[src/rtl/mod_chk_pkg.sv]
// rtl/mod_chk_pkg.sv - shared types and step rule for the mod-N counter checker
package mod_chk_pkg;

    typedef enum logic [1:0] {ALIGN, TRACK, HALT} chk_state_t;

    typedef enum logic [1:0] {E_NONE, E_RANGE, E_STEP, E_RSTVAL} err_code_t;

    // Next counter value, kept in qw bits so an out-of-range cur still yields a defined answer.
    function automatic int unsigned step_val(input int unsigned cur, input logic up,
                                             input int unsigned modulus, input int unsigned qw);
        int unsigned mask;
        mask = (32'd1 << qw) - 32'd1;
        if (up)
            return (cur == modulus - 32'd1) ? 32'd0 : ((cur + 32'd1) & mask);
        return (cur == 32'd0) ? modulus - 32'd1 : ((cur - 32'd1) & mask);
    endfunction

endpackage

[src/rtl/mod_step_predict.sv]
// rtl/mod_step_predict.sv - combinational next-value predictor for a mod-N up/down counter
module mod_step_predict
    import mod_chk_pkg::*;
#(
    parameter int unsigned MODULUS = 6,
    parameter int unsigned QW      = 3
) (
    input  logic [QW-1:0] q,
    input  logic          dir,
    output logic [QW-1:0] q_next
);

    assign q_next = QW'(step_val(32'(q), dir, MODULUS, QW));

endmodule

[config.mk]
export PLATFORM = sky130hd
export DESIGN_NAME = mod_step_predict
export DESIGN_NICKNAME = d
export VERILOG_FILES = /design/src/rtl/mod_chk_pkg.sv /design/src/rtl/mod_step_predict.sv
export SDC_FILE = /design/constraint.sdc
export NUM_CORES = 1
export LEC_CHECK = 0
export CORE_AREA = 2 2 39 41
export DETAILED_ROUTE_END_ITERATION = 8
export DIE_AREA = 0 0 41 43
export SLEW_MARGIN = 25
export SYNTH_ARGS = -nofsm -noshare
export SYNTH_HDL_FRONTEND = slang
export SYNTH_SLANG_ARGS = --single-unit
[constraint.sdc]
create_clock -name vclk -period 3.68
set_input_delay 1.104 -clock vclk [all_inputs]
set_output_delay 1.104 -clock vclk [all_outputs]
set_load 0.01 [all_outputs]
Yosys cells after proc, flatten, opt, wreduce, memory -nomap -nowiden
Cells that the tools add are included.
- equal/unequal tests: 1
- muxes and demuxes: 5
- reductions and logical operators: 1
- add/sub/neg operators: 2
- operators by type and width (operator ; count):
    3-bit two-way mux ; 4
    3-bit by 1-bit adder with 3-bit output, second input constant ; 1
    3-bit equality test, second input constant ; 1
    3-bit logical NOT ; 1
    3-bit by 1-bit subtractor with 3-bit output, second input constant ; 1
    1-bit two-way mux ; 1
- flip-flop bits (word level): 0
- output and inout port bits: 3

Longest topological paths before layout
Gate-level depths: netlist of run 1.
- depth in word-level cells: 4
- depth in mapped cells: 4
- gate-level depth less buffers: 4

Least setup slack after synthesis of run 1
OpenSTA, ideal clock, no wires.
- path kind: input to output
- start: input q[1]
- end: output q_next[2]
- data arrival time: 1.804 ns
- slack: 0.772 ns
- cell stages on the path: 4
- data required time: 2.576 ns
- path buffers: 0
- cell sequence: nor2_1 -> ha_1 -> nor2b_1 -> a31oi_1
- longest elaborated chain between the ends: 4
- elaborated cells between the ends (all ways): 8
- classes of those cells: add/sub: 2; eq/ne: 1; mux: 4; reduce/logical: 1
- ends and longest elaborated chain (element ; line ; source):
    start, declared ; mod_step_predict.sv:8 ; input logic [QW-1:0] q,
    3-bit by 1-bit adder with 3-bit output / 3-bit equality test (equally long branches) ; mod_chk_pkg.sv:14 ; return (cur == modulus - 32'd1) ? 32'd0 : ((cur + 32'd1) & mask);
    3-bit two-way mux ; mod_chk_pkg.sv:14 ;
    3-bit two-way mux ; mod_chk_pkg.sv:13 ; if (up)
    3-bit two-way mux * ; mod_chk_pkg.sv:15 ; return (cur == 32'd0) ? modulus - 32'd1 : ((cur - 32'd1) & mask);
    end, declared ; mod_step_predict.sv:10 ; output logic [QW-1:0] q_next
Every way passes the cells marked *; elsewhere a longest branch is shown, timed or not.

Final worst setup path of run 1
- start: input q[0]
- end: output q_next[1]
The elaborated chain is that of the path after synthesis.

==> impl_results.md, run 1 <==
* Count of buffering cells on the critical path with inverters included at 3
* Top-level I/O count at 7
* Worst hold path type: input pin to output port
* Post-layout power at 0.0213 mW
* Result of the run: complete, no violations
* Pin count of the biggest net entering global routing at 6
* Unrepaired setup endpoints after global routing: no
* Static leakage power at a little over 0.09 nW
* Number of buffer cells added on primary ports at 7
* Num rows at 14
* Peak supply drop at ~0.013 mV
* Maximum single-stage delay on the critical path at 420 ps
* Data arrival time of the critical path at 2460 ps
* Vias in the first global route at 96
* Post-cts gate resize count at 3
* Sequential area share after synthesis at 0%
* # diodes at 0
* Cell breakdown of the critical path: clkdlybuf4s50_1 -> buf_4 -> xor2_1 -> a221o_1 -> dlygate4sd2_1
* Required time at the worst-slack endpoint at 2580 ps
* Router iterations before antenna repair at 1
* Wire length of the first global-routing pass at ~300 um
* Relative slew slack at 90.0%
* Die span in x at 41 um
* Effective utilization at floorplan at ~6.7%
* Number of library cell types mapped by synthesis at 11
* Clock buf count at 0
* Overflow after GRT at 0
* Core Area at 1380 um^2
* Category of cells accounting for the largest share of critical-path delay: buffers and inverters
* Hold Worst Slack at 3110 ps
* Final sequential cell count at 0
* Vias at 130
* Top achievable clock speed at 281 MHz
* Post-Synthesis Net Count at 18
* Antenna-violating nets left at 0
* Fraction of layout cells with a size suffix above 1 at 16.7%
* Final nets at 31
* Max Fanout on Critical Path at 5
* Number of antenna violations at the first check in global routing at 0
* Slowest stage cell, crit path: clkdlybuf4s50_1
* Post-layout minimum cycle time at 3560 ps
* Endpoint class of the critical path: output port
* Mapped cell area at 92.6 um^2
* Final-report max-slew violation count at 0
* Sum Neg Setup Slack at 0 ps
* Most frequent cells in the layout: clkdlybuf4s50_1 (4), buf_4 (4), dlygate4sd2_1 (3)
* Gate Count Post-Synth at 13
* Area of all sequential standard cells at 0 um^2
* Avg WL per Cell at ~5.9 um
* Yosys warns at 0
* Critical path class: input pin to output port
* Finish-stage setup viols at 0
* Wirelength, routed at around 240 um
* Area growth from synthesis to layout at 126%
* Detailed-route DRC error count at 0
* First-iteration detailed-routing DRC count at 0
* Total power density per cell area at 102 nW/um^2
* Via density per instance at roughly 3.3
* Number of max-cap violations at 0
* CTS Hold Bufs at 0
* GRT Total Usage at 2.20%
* Number of hold violations in the final report at 0
* DP Worst Slack at -168 ps
* Chip height at about 43 um
* Syn avg cell area at 7.12 um^2
* Number of filler instances in the final layout at 159
* DP Wirelength at 215 um
* Post-CTS Repair Setup Buffers at 0
* Worst Tran Pin Value at 149 ps
* Area of the die at roughly 1800 um^2
* Ratio of final minimum period to clock period at a little over nine tenths
* Number of cells after detailed placement at 40
* Final worst setup slack at 117 ps
* Post-Layout Cell Count at 40
* Startpoint class of the critical path: input pin
* Final weighted congestion in routability-driven placement at 0.581
==> Yosys cell counts <==
| library cell | count | area share (%) |
|---|---|---|
| inv_1 | 2 | 8.1 |
| nor2b_1 | 2 | 14 |
| a221o_1 | 1 | 11 |
| a31oi_1 | 1 | 6.8 |
| and4bb_1 | 1 | 14 |
| ha_1 | 1 | 14 |
| nand2b_1 | 1 | 6.8 |
| nand3b_1 | 1 | 8.1 |
| nor2_1 | 1 | 4.1 |
| o21ai_0 | 1 | 5.4 |
| xor2_1 | 1 | 9.5 |
==> path summary, 6_finish.rpt <==
| check | depth (start not counted) | from | slack (ps) | endpoint |
|---|---|---|---|---|
| min | 4 | q[0] | 3110 | q_next[0] |
| max | 5 | q[0] | 120 | q_next[1] |
==> cell families (layout without fill, tap and decap cells) <==
| family | count (synthesis) | in the layout | share of synthesized area [%] |
|---|---|---|---|
| and+or+nand+nor | 6 | 6 | 45.9 |
| AOI/OAI and AO/OA | 3 | 3 | 23.0 |
| buffers and inverters | 2 | 13 | 8.11 |
| adders and majority gates | 1 | 1 | 13.5 |
| xor gates and xnor gates | 1 | 1 | 9.46 |
==> area by class of cell <==
class,count,area (um^2),share of cell area (%)
inverters,2,7.51,3.59
multi-input cells,11,85.1,40.7
well taps,16,20.0,9.58
repair buffers,11,96.3,46.1
==> power by group <==
part	switching, mW	internal [mW]	leakage [nW]
Combinational	0.00805	0.0133	0.0934
Sequential	0	0	0
Clock	0	0	0
Total	0.00805	0.0133	0.0934
==> through the flow <==
stage	util (%)	instance area [um^2]
floorplan	-	92.6
global placement	15.4	213
detailed placement	15.4	213
CTS	15.1	209
global route	15.1	209
finish	15.1	209
==> worst min-delay path, delay by kind of cell <==
kind	cells	cell delay (ps)
buf+inv	3	840
compound gates	1	60
==> routing by layer <==
layer | GRT usage, % | vias to the layer above | share of wire, %
li1 | - | 70 | -
met1 | 2.22 | 55 | 41
met2 | 4.69 | 5 | 46
met3 | 0 | 0 | 13
met4 | 0 | 0 | 0
met5 | 0 | - | 0
No activity file was read; power rests on OpenSTA's default activity.
==> run 2, diff against run 1 <==
Settings changed: CELL_PAD_IN_SITES_DETAIL_PLACEMENT from default to 2, CELL_PAD_IN_SITES_GLOBAL_PLACEMENT from default to 2, PLACE_DENSITY_LB_ADDON from default to 0.1.
==> impl_results.md, run 2 (synthesis results as in run 1) <==
* Result of the run: complete, no violations
* Area of the die at 1760 um^2 (unchanged)
* DP Worst Slack at -272 ps (-103 ps)
* Core Area at 1380 um^2 (unchanged)
* Number of filler instances in the final layout at 172 (+8.2%)
* Worst Tran Pin Value at 174 ps (+24.4 ps)
* Total power density per cell area at 107 nW/um^2 (+5.2%)
* Clock buf count at 0 (unchanged)
* GRT Total Usage at 5.19% (+3.0 points)
* Max Fanout on Critical Path at 5 (unchanged)
* Critical path class: input pin to output port
* Endpoint class of the critical path: output port
* Via density per instance at 3.46 (+6.6%)
* Final non-filler cell area at 215 um^2 (+3.0%)
* Number of buffer cells added on primary ports at 7 (unchanged)
* Final sequential cell count at 0 (unchanged)
* Vias at 142 (+9.2%)
* Required time at the worst-slack endpoint at 2580 ps (about the same)
* Overflow after GRT at 0 (unchanged)
* Finish-stage setup viols at 0 (unchanged)
* Pin count of the biggest net entering global routing at 6 (unchanged)
* Placement Cell Area at 220 um^2 (+3.5%)
* Relative slew slack at 88.4% (-1.7 points)
* Post-layout minimum cycle time at 3580 ps (+13.9 ps)
* Post-layout power at 0.0231 mW (+8.4%)
* Number of max-cap violations at 0 (unchanged)
* Post-CTS Repair Setup Buffers at 0 (unchanged)
* Static leakage power at 0.0974 nW (+4.3%)
* Area of all sequential standard cells at 0 um^2 (unchanged)
* Wirelength, routed at 388 um (+64%)
* Number of antenna violations at the first check in global routing at 0 (unchanged)
* Launch point of the worst path: q[0]
* Router iterations before antenna repair at 2 (+1)
* Unrepaired setup endpoints after global routing: no
* Num rows at 14 (unchanged)
* Most frequent cells in the layout: buf_4 (5), clkdlybuf4s50_1 (4), inv_1 (2), nor2b_1 (2), dlygate4sd2_1 (2)
* Data arrival time of the critical path at 2470 ps (about the same)
* Top achievable clock speed at 280 MHz (-0.39%)
* DP Wirelength at 348 um (+62%)
* Avg WL per Cell at 9.46 um (+60%)
* Top-level I/O count at 7 (unchanged)
* Final nets at 32 (+3.2%)
* Peak supply drop at 0.0174 mV (+38%)
* Number of hold violations in the final report at 0 (unchanged)
* Ratio of final minimum period to clock period at 97.2% (+0.38 points)
* Area growth from synthesis to layout at 132%
* Post-cts gate resize count at 4 (+1)
* Worst hold path type: input pin to output port
* Final weighted congestion in routability-driven placement at 0.595 (+2.3%)
* Chip height at 43 um (unchanged)
* CP endpoint: q_next[1]
* Vias in the first global route at 139 (+45%)
* Effective utilization at floorplan at 6.69% (unchanged)
* Wire length of the first global-routing pass at 676 um (+120%)
* Final-report max-slew violation count at 0 (unchanged)
* Die span in x at 41 um (unchanged)
* Startpoint class of the critical path: input pin
* First-iteration detailed-routing DRC count at 1 (+1)
* # diodes at 0 (unchanged)
* Final standard cell utilization of the core at 15.6% (+0.45 points)
* Detailed-route DRC error count at 0 (unchanged)
* CTS Hold Bufs at 0 (unchanged)
* Worst hold start: q[2]
* Antenna-violating nets left at 0 (unchanged)
* Most common cell after layout, fill and taps aside: buf_4
* Fraction of layout cells with a size suffix above 1 at 28.0% (+11 points)
* Final worst setup slack at 103 ps (-13.9 ps)
==> run 2: layout make-up <==
type | instances | area (um^2) | area share [%]
Inverter | 2 | 7.51 | 3.49
Multi-Input combinational cell | 11 | 87.6 | 40.7
Tap cell | 16 | 20.0 | 9.30
Timing Repair Buffer | 12 | 100 | 46.5
==> run 2: how the worst min path moves through the flow <==
stage	end	slack (ps)	depth (start not counted)
after floorplan	q_next[2]	2310	1
after global placement	q_next[0]	3370	4
after detailed placement	q_next[0]	3390	4
after CTS	q_next[0]	3150	4
after global routing	q_next[2]	3100	5
final	q_next[2]	3060	5
==> run 2: power by group <==
part | switching [mW] | internal, mW
Sequential | 0 | 0
Clock | 0 | 0
Combinational | 0.00935 | 0.0138
==> run 2: layer usage <==
metal  track usage (%)  wire, um  up-vias
met5                 0         0        -
met4                 0         0        0
met3                 0        25        0
met2              8.44       188        6
met1              7.91       175       65
li1                  -         -       71
==> run 2: stage by stage <==
step	hold slack, ps	std cells	TNS (ps)
finish	3060	41	0
global route	3100	41	0
CTS	3150	41	0
detailed placement	3390	41	-454
global placement	3370	41	-379
floorplan	2310	13	0
==> run 2: critical path, cell delays in order <==
cell and delay [ps]:
clkdlybuf4s50_1 430, buf_4 160, xor2_1 150, a221o_1 340
dlygate4sd2_1 280
